### src/rtl/s2p_pkg.sv
// Shared definitions for the serial display/peripheral link (P2S transmitter
// and S2P receiver): receiver state encoding, counter width helper and the
// idle levels of the four link lines.
package s2p_pkg;

    // Receiver frame state: IDLE means no bits held, SHIFT means a partial frame.
    typedef enum logic {
        IDLE  = 1'b0,
        SHIFT = 1'b1
    } state_t;

    // Idle (undriven / between-frame) levels of the link lines.
    localparam logic SCLK_IDLE  = 1'b1;
    localparam logic SCLRN_IDLE = 1'b1;
    localparam logic PEN_IDLE   = 1'b1;
    localparam logic SIN_IDLE   = 1'b0;

    // Width of a counter able to hold 0..bit_width inclusive.
    function automatic int unsigned cnt_width(input int unsigned bit_width);
        return $clog2(bit_width + 1);
    endfunction

endpackage

### src/rtl/s2p_rx_sync_edge.sv
// Synchronizer plus edge detector for one asynchronous link input.
// Ports:
//   clk, rst  - system clock, synchronous active-high reset
//   din       - asynchronous input pin
//   level     - synchronized level, time-aligned with rise/fall
//   rise      - one-cycle pulse on a synchronized 0->1 transition
//   fall      - one-cycle pulse on a synchronized 1->0 transition
// All outputs are registered. Reset loads RST_VAL everywhere so a line
// sitting at its idle level produces no edge when reset releases.
module sync_edge #(
    parameter int unsigned SYNC_STAGES = 2,
    parameter logic        RST_VAL     = 1'b0
) (
    input  logic clk,
    input  logic rst,
    input  logic din,
    output logic level,
    output logic rise,
    output logic fall
);

    logic [SYNC_STAGES-1:0] chain;
    logic                   synced;

    assign synced = chain[SYNC_STAGES-1];

    // Flop chain, one-cycle history copy and registered edge pulses.
    always_ff @(posedge clk) begin
        if (rst) begin
            chain <= {SYNC_STAGES{RST_VAL}};
            level <= RST_VAL;
            rise  <= 1'b0;
            fall  <= 1'b0;
        end else begin
            chain <= {chain[SYNC_STAGES-2:0], din};
            level <= synced;
            rise  <= synced & ~level;
            fall  <= ~synced & level;
        end
    end

endmodule

### src/rtl/s2p_rx.sv
// Serial-to-parallel receiver for the P2S link.
// Oversamples sclk/sclrn/sin/pen with clk, shifts sin in MSB-first on each
// sclk rising edge and commits the frame on each pen rising edge.
// Ports:
//   clk, rst   - system clock, synchronous active-high reset
//   sclk       - serial clock (asynchronous)
//   sclrn      - active-low frame clear
//   sin        - serial data, valid at sclk rising edge
//   pen        - latch enable, rising edge commits
//   par_out    - last good frame, bit BIT_WIDTH-1 received first
//   valid      - one-cycle pulse when par_out updates
//   frame_err  - one-cycle pulse on a short, empty or overrun frame
//   busy       - high while a frame is partially received
//   bit_cnt    - bits received in the current frame (saturates at BIT_WIDTH)
module s2p_rx
    import s2p_pkg::*;
#(
    parameter int unsigned BIT_WIDTH   = 64,
    parameter int unsigned SYNC_STAGES = 2
) (
    input  logic                                 clk,
    input  logic                                 rst,
    input  logic                                 sclk,
    input  logic                                 sclrn,
    input  logic                                 sin,
    input  logic                                 pen,
    output logic [BIT_WIDTH-1:0]                 par_out,
    output logic                                 valid,
    output logic                                 frame_err,
    output logic                                 busy,
    output logic [cnt_width(BIT_WIDTH)-1:0]      bit_cnt
);

    localparam int unsigned          CNT_W = cnt_width(BIT_WIDTH);
    localparam logic [CNT_W-1:0]     FULL  = CNT_W'(BIT_WIDTH);

    logic sclk_rise, pen_rise, sclrn_s, sin_s;
    logic sclk_level_unused, sclk_fall_unused;
    logic pen_level_unused, pen_fall_unused;
    logic sclrn_rise_unused, sclrn_fall_unused;
    logic sin_rise_unused, sin_fall_unused;

    sync_edge #(.SYNC_STAGES(SYNC_STAGES), .RST_VAL(SCLK_IDLE)) u_sync_sclk (
        .clk   (clk),
        .rst   (rst),
        .din   (sclk),
        .level (sclk_level_unused),
        .rise  (sclk_rise),
        .fall  (sclk_fall_unused)
    );

    sync_edge #(.SYNC_STAGES(SYNC_STAGES), .RST_VAL(SCLRN_IDLE)) u_sync_sclrn (
        .clk   (clk),
        .rst   (rst),
        .din   (sclrn),
        .level (sclrn_s),
        .rise  (sclrn_rise_unused),
        .fall  (sclrn_fall_unused)
    );

    // sin shares sclk's synchronizer depth so its level lines up with sclk_rise.
    sync_edge #(.SYNC_STAGES(SYNC_STAGES), .RST_VAL(SIN_IDLE)) u_sync_sin (
        .clk   (clk),
        .rst   (rst),
        .din   (sin),
        .level (sin_s),
        .rise  (sin_rise_unused),
        .fall  (sin_fall_unused)
    );

    sync_edge #(.SYNC_STAGES(SYNC_STAGES), .RST_VAL(PEN_IDLE)) u_sync_pen (
        .clk   (clk),
        .rst   (rst),
        .din   (pen),
        .level (pen_level_unused),
        .rise  (pen_rise),
        .fall  (pen_fall_unused)
    );

    state_t                 state, state_next;
    logic [BIT_WIDTH-1:0]   shift_reg, shift_next;
    logic [BIT_WIDTH-1:0]   par_next;
    logic [CNT_W-1:0]       cnt_next;
    logic                   overrun, overrun_next;
    logic                   valid_next, err_next;

    // State register.
    always_ff @(posedge clk) begin
        if (rst) begin
            state <= IDLE;
        end else begin
            state <= state_next;
        end
    end

    // Next-state and datapath: clear > commit > shift. A commit in the same
    // cycle as an sclk edge swallows that edge.
    always_comb begin
        state_next   = state;
        shift_next   = shift_reg;
        cnt_next     = bit_cnt;
        overrun_next = overrun;
        par_next     = par_out;
        valid_next   = 1'b0;
        err_next     = 1'b0;

        if (!sclrn_s) begin
            shift_next   = '0;
            cnt_next     = '0;
            overrun_next = 1'b0;
            state_next   = IDLE;
        end else if (pen_rise) begin
            if (bit_cnt == FULL && !overrun) begin
                par_next   = shift_reg;
                valid_next = 1'b1;
            end else begin
                err_next   = 1'b1;
            end
            cnt_next     = '0;
            overrun_next = 1'b0;
            state_next   = IDLE;
        end else if (sclk_rise) begin
            shift_next = {shift_reg[BIT_WIDTH-2:0], sin_s};
            state_next = SHIFT;
            if (bit_cnt < FULL) begin
                cnt_next = bit_cnt + CNT_W'(1);
            end else begin
                overrun_next = 1'b1;
            end
        end
    end

    // Datapath and output registers.
    always_ff @(posedge clk) begin
        if (rst) begin
            shift_reg <= '0;
            bit_cnt   <= '0;
            overrun   <= 1'b0;
            par_out   <= '0;
            valid     <= 1'b0;
            frame_err <= 1'b0;
            busy      <= 1'b0;
        end else begin
            shift_reg <= shift_next;
            bit_cnt   <= cnt_next;
            overrun   <= overrun_next;
            par_out   <= par_next;
            valid     <= valid_next;
            frame_err <= err_next;
            busy      <= (state_next == SHIFT);
        end
    end

endmodule

### config.mk
export PLATFORM = sky130hd
export DESIGN_NAME = s2p_rx
export DESIGN_NICKNAME = d
export VERILOG_FILES = /design/src/rtl/s2p_pkg.sv /design/src/rtl/s2p_rx_sync_edge.sv /design/src/rtl/s2p_rx.sv
export SDC_FILE = /design/constraint.sdc
export NUM_CORES = 1
export LEC_CHECK = 0
export BUFFER_PORTS_ARGS = -buffer_cell sky130_fd_sc_hd__buf_2
export CELL_PAD_IN_SITES_DETAIL_PLACEMENT = 1
export CELL_PAD_IN_SITES_GLOBAL_PLACEMENT = 1
export CORE_MARGIN = 3
export CORE_UTILIZATION = 39
export DETAILED_ROUTE_END_ITERATION = 10
export PLACE_DENSITY_LB_ADDON = 0.08
export SYNTH_ARGS = -nofsm -noshare
export SYNTH_HDL_FRONTEND = slang
export SYNTH_SLANG_ARGS = --single-unit
### constraint.sdc
create_clock -name clk -period 1.9 [get_ports clk]
set_input_delay 0.095 -clock clk [delete_from_list [all_inputs] [get_ports clk]]
set_output_delay 0.095 -clock clk [all_outputs]
set_load 0.005 [all_outputs]
Word-level counts from Yosys, hierarchy flattened
Cells that the tools add are included.

Register bits after elaboration: 153. Output and inout bits: 74. Word-level logic and storage cells: 38.

Add/subtract/negate cells: 1. $lt $le $gt $ge: 1. Equal/unequal tests: 1. Muxes and demuxes: 2. Bitwise gates (word level): 7. Reduce and logical (&&, ||, !) cells: 9.

Operators by type and width (number): adder 7 x 1 -> 7 bit (second input constant) (1); == test 7 bit (second input constant) (1); < comparator 7 bit (second input constant) (1); AND reduction 2 bit (3); OR reduction 3 bit (2); NOT 1 bit (5); AND reduction 3 bit (1); AND 1 bit (2); 2-to-1 mux 1 bit (2); OR reduction 2 bit (1); logical AND 1 bit (1); zero test 1 bit (1).

Depth between registers and ports, before layout
Gate-level depths: netlist (run 1).

Depth after elaboration: 3. Mapped depth: 7. Depth with buffers taken out: 5.

Hierarchy
From an unflattened synthesis (run 1), not the netlist that was laid out.

Cell total of the unflattened synthesis: 649. Area total of the unflattened synthesis: 6102.1 sq um.

By module, submodules not included: s2p_rx (times used 1, cells each 609, area each 5566.6 sq um); sync_edge (times used 4, cells each 10, area each 133.9 sq um).

Worst setup path before layout (run 1)
Ideal clock, no wire load.

Path type: flip-flop to flip-flop. Start: reg bit_cnt[0]. End: reg par_out[0]. Arrival: 1.808 ns. Data required time: 1.828 ns. Setup slack: 0.020 ns. Stages on the path, launching flop included: 8. Buffers on the path: 2. Clock period less this slack: 1.880 ns. Cells stage by stage: dfxtp_1 -> inv_1 -> ha_1 -> or4b_4 -> nor4_2 -> buf_6 -> buf_12 -> mux2i_1.

Longest elaborated chain between the ends: 3.

RTL lines: from (decl) (line s2p_rx.sv:31) `output logic [cnt_width(BIT_WIDTH)-1:0] bit_cnt`; from (signal assigned) (line s2p_rx.sv:145) `bit_cnt <= cnt_next;`; == test 7 bit (line s2p_rx.sv:113) `if (bit_cnt == FULL && !overrun) begin`; logical AND 1 bit (line s2p_rx.sv:113); AND reduction 3 bit (no source line); to (signal assigned) (line s2p_rx.sv:147) `par_out <= par_next;`; to (decl) (line s2p_rx.sv:27) `output logic [BIT_WIDTH-1:0] par_out,`.

No other way between the ends. A chain may end at the register's enable or synchronous reset.

Final worst setup path (run 1)
Start: reg bit_cnt[1]. End: reg par_out[47].

Same word-level chain as after synthesis.

==> results of run 1 <==
[metal layers]
metal / wire length [um] / up-vias / global-route usage (%)
met4: 248 / 0 / 7.21
li1: - / 2251 / -
met2: 6740 / 68 / 27.9
met3: 386 / 19 / 3.96
met5: 0 / - / 0
met1: 6150 / 2128 / 19.5
[logic make-up (layout without fill, tap and decap cells)]
logic type	after synthesis	count (layout)	share of synthesized area [%]
flops	153	153	51.5
xor+xnor	2	2	0.295
buf+inv	48	155	4.80
compound gates	72	72	6.14
fa+ha+maj	2	2	0.421
simple gates	298	298	25.9
mux	65	65	10.9
[power groups by stage]
stage               Combinational [W]  Sequential [W]  Clock [W]
finish                       0.000163         0.00323    0.00360
global route                 0.000179         0.00322    0.00384
CTS                          0.000164         0.00322    0.00369
detailed placement           0.000153         0.00330          0
global placement             0.000150         0.00329          0
floorplan                    0.000113         0.00329          0
[critical path, stage by stage (launching register included)]
cell and delay (ns):
dfxtp_2 0.33, inv_2 0.07, ha_4 0.12, or4b_4 0.47, nor4_4 0.16, buf_4 0.17, buf_12 0.13, clkbuf_16 0.16
mux2i_1 0.19
[cell type report]
cell class | count | share of cell area, %
Timing Repair Buffer | 121 | 11.9
Clock buffer | 24 | 6.59
Inverter | 2 | 0.101
Multi-Input combinational cell | 439 | 35.4
Clock inverter | 8 | 1.88
Sequential cell | 153 | 41.1
Tap cell | 184 | 3.08
[stage by stage]
step | worst slack (ns) | area [um^2] | hold slack [ns]
finish | 0.0208 | 7460 | 0.158
global route | -0.0488 | 7460 | 0.157
CTS | -0.0850 | 7340 | 0.147
detailed placement | -0.115 | 6560 | 0.275
global placement | -0.0209 | 6560 | 0.274
floorplan | 0.0202 | 5950 | 0.192
[worst paths after layout]
check,cells after the start,from,end
setup / recovery,8,bit_cnt[1],par_out[47]
hold / removal,4,rst,bit_cnt[6]
setup reg to reg,8,bit_cnt[1],par_out[47]
hold reg to reg,1,u_sync_pen.level,u_sync_pen.rise
[placed cells by master (no fill, tap or decap), types with 3 or more instances in the layout]
cell,instances
clkinv_2,4
clkbuf_16,20
dfxtp_1,151
nor3b_1,3
mux2i_1,65
nor2_1,8
clkbuf_1,3
nand2_1,130
buf_12,3
buf_4,26
a21oi_1,68
buf_2,78
dlygate4sd3_1,4
or2_1,10
bufinv_16,4
buf_16,3
nor2b_1,3
nand2b_1,129
clkbuf_8,4
buf_6,4
[repair_timing]
| action | in CTS | in global routing |
|---|---|---|
| endpoints found under the setup margin | 64 | 65 |
| endpoints found under the hold margin | 4 | 0 |
| hold buffers | 4 | 0 |
| pin swaps | 1 | 4 |
| setup buffers | 9 | 3 |
| gates cloned | 1 | 3 |
| resized for setup | 8 | 6 |
==> flow_summary.toml, run 1 <==
[floorplan]
ios = 80
start_util_pct = 40.3
rows = 44
die_y_um = 130
coreArea_um2 = 14800
dieArea_um2 = 16800
chipWidth_um = 130

[final_layout]
drive_gt1_share_pct = 21.2
register_area_um2 = 3070
finalNetCount = 742
n_antenna_cell = 0
utilization_pct = 50.6
final_cells = 931
syn_to_final_growth_pct = 25.5
n_fill_cell = 1687
multi_input_area_um2 = 2640

[critical_path]
critPathArrivalTime_ns = 2.22
ff2ff_setup_slack_ns = 0.02
critical_path_class = "reg2reg"
critical_path.max_fanout = 8
cp.required_ns = 2.25
crit_path_start_kind = "flip-flop"
critPathCaptureType = "flip-flop"

[sta]
rsz0062_at_grt = "true"
setup_tns_ns = 0
drv_slew = 0
fin_crit_ns = 1.88
fmax_mhz = 532
tightest_slew_ns = 0.497
post-route-period-util_pct = 98.9
setup_viol = 0
hold_viol = 0
relSlewSlack_pct = 66.9
skew_ns = 0.00926

[synthesis]
netlist.area_leader.share_pct = 51.5
synth_area_per_cell_um2 = 9.29
syn-instance-count = 640
ys_ff_latch = 153
ys_seq_area_share_pct = 51.5
synth_commonest_cells = "dfxtp_1, nand2b_1, nand2_1, a21oi_1, mux2i_1"
synthMostInstantiatedCell = "dfxtp_1"
synth_nets = 648
synth_warnings = 0
synth_flop_cell = "dfxtp_1"
syn_area_um2 = 5950
yosysTopAreaCell = "dfxtp_1"
synth_area_leaders = "dfxtp_1, nand2b_1, mux2i_1, nand2_1, a21oi_1"
async_flop_share_pct = 0
yosysUniqueCellTypes = 30
synth-edff-count = 0

[clock_tree]
clkLatencyLatePin_ns = 0.42
ctsLongestPathBuffers = 2
cts_sinks = 153
htree_levels = 4
cts_root_buf = "clkbuf_16"
cts_tree = "yes"
cts_buffers = 17
path_clk_slew_ns = 0.06

[placement]
port_buffers = 79
hpwl_um = 8160
dp.cells = 880
place_congestion = 0.739

[detailed_routing]
drt-total-wl_um = 13500
viasPerCell = 4.80
drc = 0
dr.first_iter.drc_count = 231
wl_per_cell_um = 14.5
dr_total_vias = 4466
ant_nets = 0
dr.pass1.iters = 4

[power_and_ir_drop]
p_total_w = 0.00698
clockPowerShare_pct = 51.5
powerDensity_nw_per_um2 = 936
p_leak_nw = 2.72
ir_drop_mv = 0.656
power_switching_w = 0.00136
p_comb_share_pct = 2.3
internal-power_w = 0.00562
p_sw_share_pct = 19.5
p_seq_share_pct = 46.2

[global_routing]
grt_overflow_total = 0
antenna_found_initial = 0
grt_max_degree = 144
grt_usage_pct = 16.3
grt_pass1_wl_um = 21700
grt_pass1_vias = 4447

[outcome]
run_status = "finished, final reports clean"

[flow_run]
cap_violations = 0

[hold_path]
hp-class = "in2reg"
No activity file was read; power rests on OpenSTA's default activity.
==> run 2: changes to the inputs <==
RECOVER_POWER = 100   (was not set)
==> run 2 against run 1 <==
Hold slack better by 0.0033 ns. Design area down 1.1%. Routed wire length about the same. Critical path depth is the same. Maximum frequency grew 0.32%. Utilization fell by 0.55 points. Highest routed layer unchanged.
==> flow_summary.toml, run 2 (same netlist as run 1, synthesis figures left out) <==
[outcome]
run_status = "finished, final reports clean"

[floorplan]
ios = 80
start_util_pct = 40.3
coreArea_um2 = 14800
rows = 44
chipWidth_um = 130
dieArea_um2 = 16800
die_y_um = 130

[global_routing]
grt_max_degree = 144
antenna_found_initial = 0
grt_overflow_total = 0
grt_pass1_vias = 4447
grt_usage_pct = 16.3
grt_pass1_wl_um = 21700

[clock_tree]
cts_sinks = 153
cts_root_buf = "clkbuf_16"
cts_tree = "yes"
cts_buffers = 17
clkLatencyLatePin_ns = 0.42
ctsLongestPathBuffers = 2
htree_levels = 4
path_clk_slew_ns = 0.06

[sta]
setup_viol = 0
drv_slew = 0
fmax_mhz = 534
fin_crit_ns = 1.87
hold_viol = 0
rsz0062_at_grt = "true"
skew_ns = 0.00710
post-route-period-util_pct = 98.6
relSlewSlack_pct = 53.5
tightest_slew_ns = 0.698

[placement]
dp.cells = 880
place_congestion = 0.739
port_buffers = 79
hpwl_um = 8160

[detailed_routing]
viasPerCell = 4.79
ant_nets = 0
drt-total-wl_um = 13500
wl_per_cell_um = 14.5
dr_total_vias = 4456
drc = 0
dr.first_iter.drc_count = 224
dr.pass1.iters = 6

[power_and_ir_drop]
p_sw_share_pct = 19.3
ir_drop_mv = 0.652
p_seq_share_pct = 46.3
p_comb_share_pct = 2.3
clockPowerShare_pct = 51.4
internal-power_w = 0.00562
powerDensity_nw_per_um2 = 944
p_leak_nw = 2.52
power_switching_w = 0.00135

[final_layout]
n_fill_cell = 1690
finalNetCount = 742
final_cells = 931
layout_commonest_cell = "dfxtp_1"
n_antenna_cell = 0
utilization_pct = 50.0
syn_to_final_growth_pct = 24.1
layout_common_cells = "dfxtp_1, nand2_1, nand2b_1"
drive_gt1_share_pct = 15.0

[critical_path]
critical_path_class = "reg2reg"
r2r_cells = 8
critical_path.max_fanout = 5
critPathArrivalTime_ns = 2.22
critPathCaptureType = "flip-flop"
cp.required_ns = 2.24
crit_path_start_kind = "flip-flop"

[flow_run]
cap_violations = 0

[hold_path]
hp-class = "in2reg"
hold_depth = 4
-- run 2: per-layer routing --
layer  share of wire (%)  vias to the layer above  track usage [%]  wire (um)
met1                  45                     2127             19.5       6090
li1                    -                     2249                -          -
met3                 2.9                       16             3.96        390
met5                   0                        -                0          0
met2                  50                       64             27.9       6820
met4                 1.6                        0             7.21        219
-- run 2: worst paths after layout --
path,start,end,slack [ns]
setup / recovery,bit_cnt[1],par_out[55],0.03
hold / removal,rst,bit_cnt[6],0.16
setup reg to reg,bit_cnt[1],par_out[55],0.03
hold reg to reg,u_sync_pen.level,u_sync_pen.rise,0.39
-- run 2: per-stage QoR --
stage / hold slack [ns] / instance area [um^2] / setup WS, ns / total power [W] / TNS, ns
floorplan: 0.192 / 5950 / 0.0202 / 0.00341 / 0
detailed placement: 0.275 / 6560 / -0.115 / 0.00345 / -2.75
CTS: 0.147 / 7340 / -0.0850 / 0.00707 / -1.81
global route: 0.157 / 7380 / -0.0488 / 0.00724 / -0.924
finish: 0.161 / 7380 / 0.0268 / 0.00697 / 0
global placement: 0.274 / 6560 / -0.0209 / 0.00344 / -0.586
-- run 2: what timing repair did --
action	CTS	global route
setup buffers	9	3
cloned	1	3
hold endpoints to repair	4	0
endpoints found under the setup margin	64	65
resized for setup	8	6
hold buffers	4	0
pin swaps	1	4
-- run 2: area by class of cell --
type                    instances  area (um^2)  share of cell area (%)
flip-flops and latches        153         3070                    41.5
multi-input cells             439         2630                    35.7
repair buffers                121          815                    11.0
clock buffers                  24          492                    6.66
well taps                     184          230                    3.12
clock inverters                 8          140                    1.90
inverters                       2         7.51                   0.102
-- run 2: worst max-delay path, stage by stage, from the launching register on --
cell and delay [ns]:
dfxtp_2 0.33, inv_2 0.07, ha_4 0.12, or4b_4 0.47, nor4_4 0.16, buf_4 0.17, clkbuf_16 0.16, clkbuf_16 0.15
mux2i_1 0.17
-- run 2: power by group through the flow --
stage                     combinational, W  clock (W)  sequential (W)
after global routing              0.000177    0.00384         0.00322
after CTS                         0.000164    0.00369         0.00322
after detailed placement          0.000153          0         0.00330
after floorplan                   0.000113          0         0.00329
final                             0.000161    0.00359         0.00323
after global placement            0.000150          0         0.00329
